--- src/rtl/cnn_pkg.sv ---
// Shared types and constants for the feature-map drain path.
package cnn_pkg;

   // Default stream word width: one IEEE-754 single-precision bit pattern.
   localparam int WORD_W = 32;

   // Drain controller states.
   typedef enum logic [1:0] {
      ST_IDLE  = 2'd0,
      ST_BUSY  = 2'd1,
      ST_FLUSH = 2'd2,
      ST_DONE  = 2'd3
   } state_t;

   // Counter/address width for n distinct values, never narrower than 1 bit.
   function automatic int clog2_min1(input int n);
      return (n <= 2) ? 1 : $clog2(n);
   endfunction

endpackage

--- src/rtl/fifo_2.sv ---
// Two-entry FIFO with a combinational head. A pop and a push in the same
// cycle are both honoured, even when full, so occupancy stays constant.
module fifo_2 #(
   parameter int DW_p = 34
) (
   input  logic            clk_i,
   input  logic            reset_n_i,
   input  logic            push_i,
   input  logic            pop_i,
   input  logic [DW_p-1:0] din_i,
   output logic [DW_p-1:0] dout_o,
   output logic            full_o,
   output logic            empty_o
);

   logic [DW_p-1:0] mem_reg [2];
   logic            wr_ptr_reg;
   logic            rd_ptr_reg;
   logic [1:0]      count_reg;
   logic            do_push;
   logic            do_pop;

   assign full_o  = (count_reg == 2'd2);
   assign empty_o = (count_reg == 2'd0);
   assign do_pop  = pop_i && !empty_o;
   // When full, a push is only taken if the head is leaving this same cycle.
   assign do_push = push_i && (!full_o || do_pop);
   assign dout_o  = mem_reg[rd_ptr_reg];

   // Storage write; cleared on reset so the head reads as zero.
   always_ff @(posedge clk_i or negedge reset_n_i) begin
      if (!reset_n_i) begin
         mem_reg[0] <= '0;
         mem_reg[1] <= '0;
      end else if (do_push) begin
         mem_reg[wr_ptr_reg] <= din_i;
      end
   end

   // Pointer and occupancy bookkeeping.
   always_ff @(posedge clk_i or negedge reset_n_i) begin
      if (!reset_n_i) begin
         wr_ptr_reg <= 1'b0;
         rd_ptr_reg <= 1'b0;
         count_reg  <= 2'd0;
      end else begin
         if (do_push) wr_ptr_reg <= !wr_ptr_reg;
         if (do_pop)  rd_ptr_reg <= !rd_ptr_reg;
         case ({do_push, do_pop})
            2'b10:   count_reg <= count_reg + 2'd1;
            2'b01:   count_reg <= count_reg - 2'd1;
            default: count_reg <= count_reg;
         endcase
      end
   end

endmodule

--- src/rtl/fm_drain.sv ---
// Drains M_p output feature maps from a buffer with one-cycle read latency
// into a ready/valid stream. A two-credit scheme bounds reads in flight plus
// FIFO occupancy at two, so the FIFO can never overflow while still
// sustaining one word per cycle under continuous ready.
module fm_drain
   import cnn_pkg::*;
#(
   parameter int M_p = 4,
   parameter int R_p = 16,
   parameter int C_p = 16,
   parameter int W_p = WORD_W,
   localparam int N_WORDS = M_p * R_p * C_p,
   localparam int AW = clog2_min1(N_WORDS)
) (
   input  logic           clk_i,
   input  logic           reset_n_i,
   input  logic           start_i,
   output logic           rd_en_o,
   output logic [AW-1:0]  rd_addr_o,
   input  logic [W_p-1:0] rd_data_i,
   output logic [W_p-1:0] data_o,
   output logic           valid_o,
   input  logic           ready_i,
   output logic           eom_o,
   output logic           last_o,
   output logic           done_o,
   output logic           busy_o
);

   localparam int RW = clog2_min1(R_p);
   localparam int CW = clog2_min1(C_p);
   localparam logic [AW-1:0] LAST_ADDR = AW'(N_WORDS - 1);
   localparam logic [RW-1:0] LAST_ROW  = RW'(R_p - 1);
   localparam logic [CW-1:0] LAST_COL  = CW'(C_p - 1);

   generate
      if (M_p < 1 || R_p < 1 || C_p < 1) begin : g_bad_dims
         $error("fm_drain: M_p, R_p and C_p must all be >= 1");
      end
   endgenerate

   state_t          state_reg;
   logic            busy_reg;
   logic            done_reg;
   logic [AW-1:0]   addr_reg;
   logic [RW-1:0]   row_reg;
   logic [CW-1:0]   col_reg;
   logic [1:0]      credit_reg;
   logic            pend_reg;
   logic [1:0]      tag_reg;

   logic            valid;
   logic            hs;
   logic            issue;
   logic            eom_now;
   logic            last_now;
   logic            fifo_full;
   logic            fifo_empty;
   logic [W_p+1:0]  fifo_din;
   logic [W_p+1:0]  fifo_dout;

   assign valid    = !fifo_empty;
   assign hs       = valid && ready_i;
   // A handshake this cycle frees a slot, so it can fund a read even at zero credits.
   assign issue    = (state_reg == ST_BUSY) && ((credit_reg != 2'd0) || hs);
   assign eom_now  = (row_reg == LAST_ROW) && (col_reg == LAST_COL);
   assign last_now = (addr_reg == LAST_ADDR);

   assign rd_en_o   = issue;
   assign rd_addr_o = addr_reg;
   assign valid_o   = valid;
   assign data_o    = fifo_dout[W_p-1:0];
   assign eom_o     = valid && fifo_dout[W_p+1];
   assign last_o    = valid && fifo_dout[W_p];
   assign done_o    = done_reg;
   assign busy_o    = busy_reg;

   // Read data lands one cycle after the strobe; its tags ride along from issue time.
   assign fifo_din = {tag_reg, rd_data_i};

   fifo_2 #(.DW_p(W_p + 2)) u_fifo (
      .clk_i     (clk_i),
      .reset_n_i (reset_n_i),
      .push_i    (pend_reg),
      .pop_i     (hs),
      .din_i     (fifo_din),
      .dout_o    (fifo_dout),
      .full_o    (fifo_full),
      .empty_o   (fifo_empty)
   );

   // Control FSM with address walk (column innermost, then row; map follows linearly).
   always_ff @(posedge clk_i or negedge reset_n_i) begin
      if (!reset_n_i) begin
         state_reg <= ST_IDLE;
         busy_reg  <= 1'b0;
         done_reg  <= 1'b0;
         addr_reg  <= '0;
         row_reg   <= '0;
         col_reg   <= '0;
      end else begin
         case (state_reg)
            ST_IDLE: begin
               if (start_i) begin
                  state_reg <= ST_BUSY;
                  busy_reg  <= 1'b1;
                  addr_reg  <= '0;
                  row_reg   <= '0;
                  col_reg   <= '0;
               end
            end
            ST_BUSY: begin
               if (issue) begin
                  if (last_now) begin
                     state_reg <= ST_FLUSH;
                  end else begin
                     addr_reg <= addr_reg + AW'(1);
                     if (col_reg == LAST_COL) begin
                        col_reg <= '0;
                        row_reg <= (row_reg == LAST_ROW) ? '0 : row_reg + RW'(1);
                     end else begin
                        col_reg <= col_reg + CW'(1);
                     end
                  end
               end
            end
            ST_FLUSH: begin
               if (hs && last_o) begin
                  state_reg <= ST_DONE;
                  done_reg  <= 1'b1;
               end
            end
            ST_DONE: begin
               state_reg <= ST_IDLE;
               busy_reg  <= 1'b0;
               done_reg  <= 1'b0;
            end
            default: begin
               state_reg <= ST_IDLE;
               busy_reg  <= 1'b0;
               done_reg  <= 1'b0;
            end
         endcase
      end
   end

   // Credit accounting and the one-cycle read-return pipeline.
   always_ff @(posedge clk_i or negedge reset_n_i) begin
      if (!reset_n_i) begin
         credit_reg <= 2'd2;
         pend_reg   <= 1'b0;
         tag_reg    <= 2'b00;
      end else begin
         pend_reg <= issue;
         if (issue) tag_reg <= {eom_now, last_now};
         if (issue && !hs)      credit_reg <= credit_reg - 2'd1;
         else if (hs && !issue) credit_reg <= credit_reg + 2'd1;
      end
   end

   // The credit scheme guarantees a returning word always finds a free slot.
   always_ff @(posedge clk_i) begin
      if (reset_n_i) begin
         assert (!(pend_reg && fifo_full && !hs));
      end
   end

endmodule

--- config.mk ---
export PLATFORM = sky130hd
export DESIGN_NAME = fm_drain
export DESIGN_NICKNAME = d
export VERILOG_FILES = /design/src/rtl/cnn_pkg.sv /design/src/rtl/fifo_2.sv /design/src/rtl/fm_drain.sv
export SDC_FILE = /design/constraint.sdc
export NUM_CORES = 1
export LEC_CHECK = 0
export ABC_AREA = 1
export CORE_MARGIN = 2
export CORE_UTILIZATION = 45
export CTS_BUF_LIST = sky130_fd_sc_hd__clkbuf_4 sky130_fd_sc_hd__clkbuf_8 sky130_fd_sc_hd__clkbuf_16
export DETAILED_ROUTE_END_ITERATION = 8
export GPL_ROUTABILITY_DRIVEN = 0
export PLACE_DENSITY = 0.73
export SKIP_LAST_GASP = 1
export SYNTH_ARGS = -nofsm -noshare
export SYNTH_HDL_FRONTEND = slang
export SYNTH_SLANG_ARGS = --single-unit
--- constraint.sdc ---
create_clock -name clk_i -period 5 [get_ports clk_i]
set_input_delay 0.5 -clock clk_i [delete_from_list [all_inputs] [get_ports clk_i]]
set_output_delay 0.5 -clock clk_i [all_outputs]
set_load 0.005 [all_outputs]
======== Word-level counts from Yosys, hierarchy flattened ========
Cells that the tools add are included.
word-level totals
  bits in registers ....................... 99
  output and inout port bits .............. 48
  logic and storage cells ................. 105
  input port bits ......................... 36
operators by class
  $lt $le $gt $ge ......................... 3
  mux-type cells .......................... 32
  bitwise logic cells ..................... 2
  reduce and logical (&&, ||, !) cells .... 32
  add/sub/neg operators ................... 7
  eq/ne operators ......................... 15
operator list
  operator                                       count
  2-to-1 mux 34 bit                              4
  bitwise mux 68 bit                             1
  demux 34 bit (select 1 bit)                    1
  2-to-1 mux 4 bit                               8
  2-to-1 mux 10 bit                              3
  case mux 10 bit (2 select lines)               1
  case mux 4 bit (2 select lines)                2
  2-to-1 mux 2 bit                               6
  nonzero test 2 bit                             6
  logical AND 1 bit                              11
  adder 10 x 1 -> 10 bit, second input constant  1
  == test 10 bit, second input constant          1
  != test 2 bit, second input constant           5
  adder 4 x 1 -> 4 bit, second input constant    2
  == test 2 bit, second input constant           4
  == test 4 bit, second input constant           2
  case mux 2 bit (4 select lines)                1
  AND reduction 4 bit                            2
  zero test 1 bit                                6
  AND reduction 5 bit                            1
  adder 2 x 1 -> 2 bit, second input constant    2
  == test 2 x 1 -> 1 bit, second input constant  2
  >= comparator 2 bit, second input constant     2
  zero test 2 bit                                2
  other kinds (9)                                15

======== Logic depth before layout (Yosys ltp) ========
Gate-level depths: netlist of run 1.
  depth in word-level cells ............... 9
  gate-level depth with buffers ........... 10
  mapped depth without buffers ............ 9

======== By module ========
From an unflattened synthesis of run 1, not the netlist that was laid out.
second synthesis, totals
  cells, all modules ...................... 644
  area total of the unflattened synthesis .. 5042.3 um^2
modules (own cells, without submodules)
  module    cells an instance  instances  area each (um^2)
  fifo_2    438                1          3459.6
  fm_drain  206                1          1582.8

======== Worst setup path after synthesis of run 1 ========
Ideal clock, no wire load.
  path kind ............................... flip-flop to flip-flop
  start ................................... register state_reg[1]
  end ..................................... register credit_reg[1]
  period minus slack after synthesis ...... 1.923 ns
  data arrival time ....................... 1.841 ns
  library setup time ...................... 0.082 ns
  setup slack ............................. 3.077 ns
  cell stages (with the launch flop) ...... 10
  path buffers ............................ 1
  cell sequence ........................... dfrtp_1 inv_1 ha_1 buf_2 inv_1 a21oi_1 ha_1 a21oi_1 o21ai_0 xnor2_1
on the way
  cells in the longest elaborated chain, start to end .. 5
  elaborated cells on any way between the ends .. 7
  those cells by class .................... 1 x eq/ne; 1 x mux; 5 x reduce/logical
ends and longest elaborated chain
  element                              line             RTL
  from (decl)                          fm_drain.sv:42   state_t state_reg;
  from (signal assigned)               fm_drain.sv:95   state_reg <= ST_IDLE;
  from (signal assigned)               fm_drain.sv:105  state_reg <= ST_BUSY;
  from (signal assigned)               fm_drain.sv:115  state_reg <= ST_FLUSH;
  == test 2 x 1 -> 1 bit *             fm_drain.sv:65   assign issue = (state_reg == ST_BUSY) && ((credit_reg != 2'd0) || hs);
  logical AND 1 bit *                  fm_drain.sv:65
  named net rd_en_o                    fm_drain.sv:18   output logic rd_en_o,
  zero test 1 bit                      fm_drain.sv:157  else if (hs && !issue) credit_reg <= credit_reg + 2'd1;
  logical AND 1 bit                    fm_drain.sv:157
  nonzero test 2 bit (no source line)  n/a
  to (signal assigned)                 fm_drain.sv:156  if (issue && !hs) credit_reg <= credit_reg - 2'd1;
  to (signal assigned)                 fm_drain.sv:157
  to (decl)                            fm_drain.sv:48   logic [1:0] credit_reg;
Mark *: on every way through the listed nets, which the timed path passes. The rest lies on a longest branch.
A chain may end at the register's enable or synchronous reset.

======== Worst setup path in the final report of run 1 ========
  start ................................... register state_reg[1]
  end ..................................... output port rd_en_o
on the way
  cells in the longest elaborated chain, start to end .. 2
ends and longest elaborated chain
  element                 line
  == test 2 x 1 -> 1 bit  fm_drain.sv:65
  logical AND 1 bit       fm_drain.sv:65
  to (decl)               fm_drain.sv:18
No other way between the ends.

==> impl_metrics.json, run 1 <==
{
  "worst_ir_drop_vdd_mv": 0.283,
  "sequential_power_share": 0.393,
  "number_of_synthesized_register_bits": 99,
  "rsz0062_at_grt": "no",
  "start_kind": "flip-flop",
  "fin_cells": 809,
  "postCtsSetupRepairBufs": 0,
  "switching_share": 0.394,
  "grt-ovfl-total": 0,
  "synth_area_sq_um": 4880,
  "max_cap_viol_count": 0,
  "synth_warnings": 0,
  "route.detailed.vias_per_inst": 5.06,
  "finalHoldViolCount": 0,
  "ioPinCount": 84,
  "post_drt_wl_per_cell_um": 13.6,
  "largest_register_ffs": 68,
  "fp-row-count": 38,
  "tritoncts.num_buffers": 9,
  "crit_required_ns": 4.50,
  "critical_path_peak_fanout": 17,
  "drt_first_pass_iters": 5,
  "cts.sink_count": 99,
  "hold_path_class": "in2async",
  "post_cts_hold_fix_bufs": 0,
  "design.final.nets": 709,
  "buffer_ports.inserted": 83,
  "fmax_mhz": 317,
  "clock_power_share": 0.149,
  "outcome": "complete, no violations",
  "grt_start_max_net_pins": 67,
  "grt_pass1_wl_um": 18500,
  "synth_nets": 640,
  "finalSetupTns_ns": 0,
  "tightestPinTransition_ns": 0.980,
  "initial_core_util": 0.456,
  "core_area_sq_um": 10700,
  "powerDensity_nw_per_um2": 592,
  "grt_antenna_before_repair": 0,
  "arrival_ns": 2.65,
  "vert_die_dim_um": 108,
  "synth_sequential_area_ratio": 0.508,
  "die_w_um": 108,
  "endpoint_kind": "primary output",
  "place_inst": 794,
  "layout-drive-gt1-share": 0.0762,
  "clk-insertion-delay-late_ns": 0.37,
  "timing.final.setup_violations": 0,
  "final_util": 0.554,
  "cts.clk_slew.worst_paths_ns": 0.09,
  "detail_route.drc_violations": 0,
  "avgSynthCellArea_sq_um": 8.18,
  "total_track_usage": 0.200,
  "yosys.cell_types.count": 34,
  "post_synthesis_to_final_layout_area_growth_pct": 21.5,
  "slew_viol_final": 0,
  "dp.final_hpwl_um": 7210,
  "die-area_sq_um": 11700,
  "timing.slew.headroom": 0.347,
  "final.period_utilization": 0.631,
  "power.static_leakage_nw": 2.72,
  "cell_internal_pwr_mw": 2.13,
  "fin_worst_skew_ns": 0.00982,
  "power.net_switching_mw": 1.38,
  "routed_wl_um": 11000,
  "postCtsResizedCells": 0,
  "fillCellCount": 990,
  "most_frequent_cells_in_the_layout": "nand2_1, dfrtp_1, clkdlybuf4s50_1, o21ai_0, inv_1",
  "cts.path.max_buffers": 2,
  "final_critical_delay_including_setup_and_external_delays_ns": 3.15,
  "clock-root-buffer": "clkbuf_8",
  "htree_num_levels": 3,
  "detailroute.via_count": 4097,
  "cts_tree": "done",
  "final_common_cell": "nand2_1",
  "synthCells": 596,
  "combinational_power_share": 0.458,
  "antenna-diode-count": 0,
  "criticalPathCategory": "reg2out",
  "final_cell_area_sq_um": 5920,
  "area_post_placement_sq_um": 5730,
  "first_global_vias": 3983,
  "detail_route.iter0.violations": 278,
  "detail-route-antenna-nets": 0
}
==> worst paths after layout <==
kind | start | end | slack [ns] | depth (start not counted)
worst max-delay path | state_reg[1] | rd_en_o | 1.85 | 5
worst min-delay path | reset_n_i | u_fifo.mem_reg[10] | 0.23 | 1
worst max register to register | state_reg[1] | credit_reg[1] | 2.52 | 8
worst min register to register | credit_reg[1] | credit_reg[1] | 0.49 | 1
max in group asynchronous | reset_n_i | u_fifo.rd_ptr_reg | 3.73 | 2
min in group clk_i | credit_reg[1] | credit_reg[1] | 0.49 | 1
==> metal layers <==
layer | up-vias | track usage | share of wire
li1 | 2038 | - | -
met1 | 1942 | 0.268 | 0.46
met2 | 107 | 0.318 | 0.47
met3 | 10 | 0.0380 | 0.059
met4 | 0 | 0.0852 | 0.012
met5 | - | 0 | 0
==> power by group through the flow <==
stage,logic [mW],registers [mW],clock network [mW]
3_5_place_dp,1.61,1.39,0
2_1_floorplan,1.05,1.28,0
4_1_cts,1.62,1.38,0.542
3_3_place_gp,1.55,1.38,0
6_report,1.61,1.38,0.521
5_1_grt,1.82,1.43,0.570
==> worst max-delay path, cell delays in order (launching register included) <==
cell and delay (ns):
dfrtp_1 0.42, inv_1 0.09, ha_1 0.55, inv_1 0.21
a21oi_1 0.41, clkdlybuf4s50_1 0.61
==> cell usage after synthesis, drive strengths merged <==
cell type / n / area [sq um]
a21oi: 9 / 45.0
dfstp: 1 / 26.3
o211ai: 1 / 7.51
nand2: 206 / 793
a22oi: 1 / 7.51
a21o: 1 / 7.51
or2: 4 / 25.0
a31o: 1 / 8.76
xor2: 3 / 26.3
clkbuf: 12 / 45.0
inv: 61 / 231
nand3: 20 / 110
nand3b: 3 / 22.5
buf: 16 / 133
nand4: 11 / 68.8
a31oi: 1 / 21.3
dfrtp: 98 / 2450
nor2: 19 / 96.3
xnor2: 3 / 26.3
o21ai: 117 / 623
ha: 8 / 100
==> through the flow <==
| step | setup slack, ns | power (mW) | hold slack (ns) |
|---|---|---|---|
| after floorplan | 3.08 | 2.33 | 0.204 |
| after global placement | 2.28 | 2.93 | 0.479 |
| after detailed placement | 2.24 | 3.00 | 0.480 |
| after CTS | 1.82 | 3.54 | 0.239 |
| after global routing | 1.62 | 3.82 | 0.271 |
| final | 1.85 | 3.50 | 0.231 |
==> area by class of cell <==
type	count	area [sq um]	share of cell area
Tap cell	140	175	0.0296
Clock inverter	5	60.1	0.0101
Inverter	61	231	0.0391
Clock buffer	10	138	0.0232
Timing Repair Buffer	86	851	0.144
Sequential cell	99	2480	0.419
Multi-Input combinational cell	408	1990	0.336
==> cell families (layout without fill, tap and decap cells) <==
family,after synthesis,after routing,synth area share
and+or+nand+nor,263,263,0.229
buffers and inverters,89,162,0.0839
AOI/OAI and AO/OA,131,131,0.148
adders and majority gates,8,8,0.0205
DFF,99,99,0.508
xor gates and xnor gates,6,6,0.0108
No activity file was read; power rests on OpenSTA's default activity.
==> run 2: changes to the inputs <==
clock period = 3 ns   (was 5 ns; I/O delays follow)
==> run 2 against run 1 <==
Effect of this change:
- the run now ends with negative hold slack left
- largest cell class unchanged
- wire length fell by 2.9%
- sequential share of layout area fell by 0.41 points
- critical path type unchanged
- sequential cell count did not move
==> impl_metrics.json, run 2 (synthesized netlist as in run 1, its figures left out) <==
{
  "outcome": "finished, violations left",
  "violations_in_the_final_reports": "negative hold slack",
  "dp.final_hpwl_um": 7350,
  "detailroute.via_count": 4072,
  "fin_cells": 814,
  "final.period_utilization": 0.841,
  "postCtsSetupRepairBufs": 0,
  "finalHoldViolCount": 5,
  "die_w_um": 108,
  "path_cells": "buf_4 > nand2_1 > o21ai_0 > clkdlybuf4s50_1",
  "critical_path_depth": 4,
  "largest_register_ffs": 68,
  "fin_hold_ws_ns": -0.0151,
  "cts.clk_slew.worst_paths_ns": 0.09,
  "tritoncts.num_buffers": 9,
  "fmax_mhz": 396,
  "power.static_leakage_nw": 2.75,
  "post-route-worst-setup-slack_ns": 0.478,
  "hold_path_class": "in2async",
  "start_kind": "flip-flop",
  "finalSetupTns_ns": 0,
  "detail_route.iter0.violations": 229,
  "post_drt_wl_per_cell_um": 13.1,
  "antenna-diode-count": 0,
  "worst_ir_drop_vdd_mv": 0.509,
  "design.final.nets": 713,
  "die-area_sq_um": 11700,
  "grt_antenna_before_repair": 0,
  "htree_num_levels": 3,
  "cts.path.max_buffers": 2,
  "r2r_setup_slack_ns": 0.96,
  "grt_pass1_wl_um": 18200,
  "cts.sink_count": 99,
  "crit_required_ns": 2.70,
  "route.detailed.vias_per_inst": 5.00,
  "r2r_end": "credit_reg[1]",
  "initial_core_util": 0.456,
  "endpoint_kind": "primary output",
  "rsz0062_at_grt": "no",
  "criticalPathCategory": "reg2out",
  "layout-drive-gt1-share": 0.0831,
  "routed_wl_um": 10700,
  "buffer_ports.inserted": 83,
  "most_frequent_cells_in_the_layout": "nand2_1, dfrtp_1, clkdlybuf4s50_1, o21ai_0, inv_1",
  "place_inst": 798,
  "grt_start_max_net_pins": 59,
  "detail-route-antenna-nets": 0,
  "core_area_sq_um": 10700,
  "first_global_vias": 3961,
  "timing.final.setup_violations": 0,
  "cts_tree": "done",
  "detail_route.drc_violations": 0,
  "slew_viol_final": 0,
  "ioPinCount": 84,
  "timing.critical_path.max_delay_family": "buffers and inverters",
  "arrival_ns": 2.22,
  "tightestPinTransition_ns": 0.746,
  "drt_first_pass_iters": 5,
  "clock-root-buffer": "clkbuf_8",
  "timing.reg2reg.worst_path_depth": 10,
  "postCtsResizedCells": 0,
  "timing.slew.headroom": 0.503,
  "pre_cts_ws_ns": 0.728,
  "crit_path_end": "data_o[16]",
  "clk-insertion-delay-late_ns": 0.36,
  "slowest_delay_ns": 0.73,
  "fin_worst_skew_ns": 0.00919,
  "critical_path_peak_fanout": 35,
  "max_cap_viol_count": 0,
  "fillCellCount": 976,
  "worst_setup_path_startpoint": "u_fifo.rd_ptr_reg",
  "crit_slowest_cell": "dfrtp_2",
  "total_track_usage": 0.194,
  "post_synthesis_to_final_layout_area_growth_pct": 22.7,
  "final_critical_delay_including_setup_and_external_delays_ns": 2.52,
  "final_common_cell": "nand2_1",
  "post_cts_hold_fix_bufs": 0,
  "powerDensity_nw_per_um2": 975,
  "grt-ovfl-total": 0,
  "vert_die_dim_um": 108,
  "fp-row-count": 38,
  "worstPathBufferInverterCount": 2,
  "crit-reg2reg-launch": "state_reg[1]"
}
run 2: cell count changes in the layout (fill, tap and decap cells not counted):
cell and change:
buf_12 +3, clkbuf_4 +2, clkinv_4 +2, inv_6 -2, buf_4 +1, bufinv_16 -1, clkbuf_8 +1, clkinvlp_4 -1
run 2: final cells by class:
type	instances	area, sq um	share of cell area
multi-input combinational	408	1990	0.332
clock inverter	3	22.5	0.00376
sequential	99	2480	0.414
clock buffer	13	166	0.0278
timing repair buffer	90	918	0.153
tap	140	175	0.0293
inverter	61	231	0.0387
run 2: worst min path at each step:
stage / startpoint / end / cells after the start
after floorplan: reset_n_i / busy_o / 0
after global placement: reset_n_i / u_fifo.mem_reg[47] / 1
after detailed placement: reset_n_i / u_fifo.mem_reg[47] / 1
after CTS: reset_n_i / u_fifo.mem_reg[47] / 1
after global routing: reset_n_i / u_fifo.mem_reg[47] / 1
final: reset_n_i / u_fifo.mem_reg[47] / 1
run 2: layer usage:
metal  vias up  global-route usage  part of all wire
li1       2052                   -                 -
met1      1909               0.257              0.46
met2       101               0.323              0.48
met3        10              0.0283             0.053
met4         0              0.0751             0.013
met5         -                   0                 0
run 2: worst reg2reg max path, stage by stage, from the launching register on:
cell and delay (ns):
dfrtp_1 0.42, inv_1 0.10, ha_1 0.16, buf_4 0.22, inv_1 0.14, a21oi_1 0.14, buf_4 0.16, ha_1 0.25
a21oi_1 0.11, o21ai_0 0.11, xnor2_1 0.15
run 2: power by group:
part	internal (mW)	switching, mW
clock	0.368	0.449
combinational	1.28	1.48
sequential	1.90	0.357
run 2: metrics by stage:
stage                     total power [mW]  hold WS [ns]  instance area (sq um)   util
final                                 5.84       -0.0151                   5980  0.559
after CTS                             5.89        0.0163                   5980  0.559
after detailed placement              5.07         0.419                   5790  0.542
after global routing                  6.36        0.0359                   5980  0.559
after floorplan                       3.89       0.00441                   4880      -
after global placement                4.94         0.405                   5790  0.542
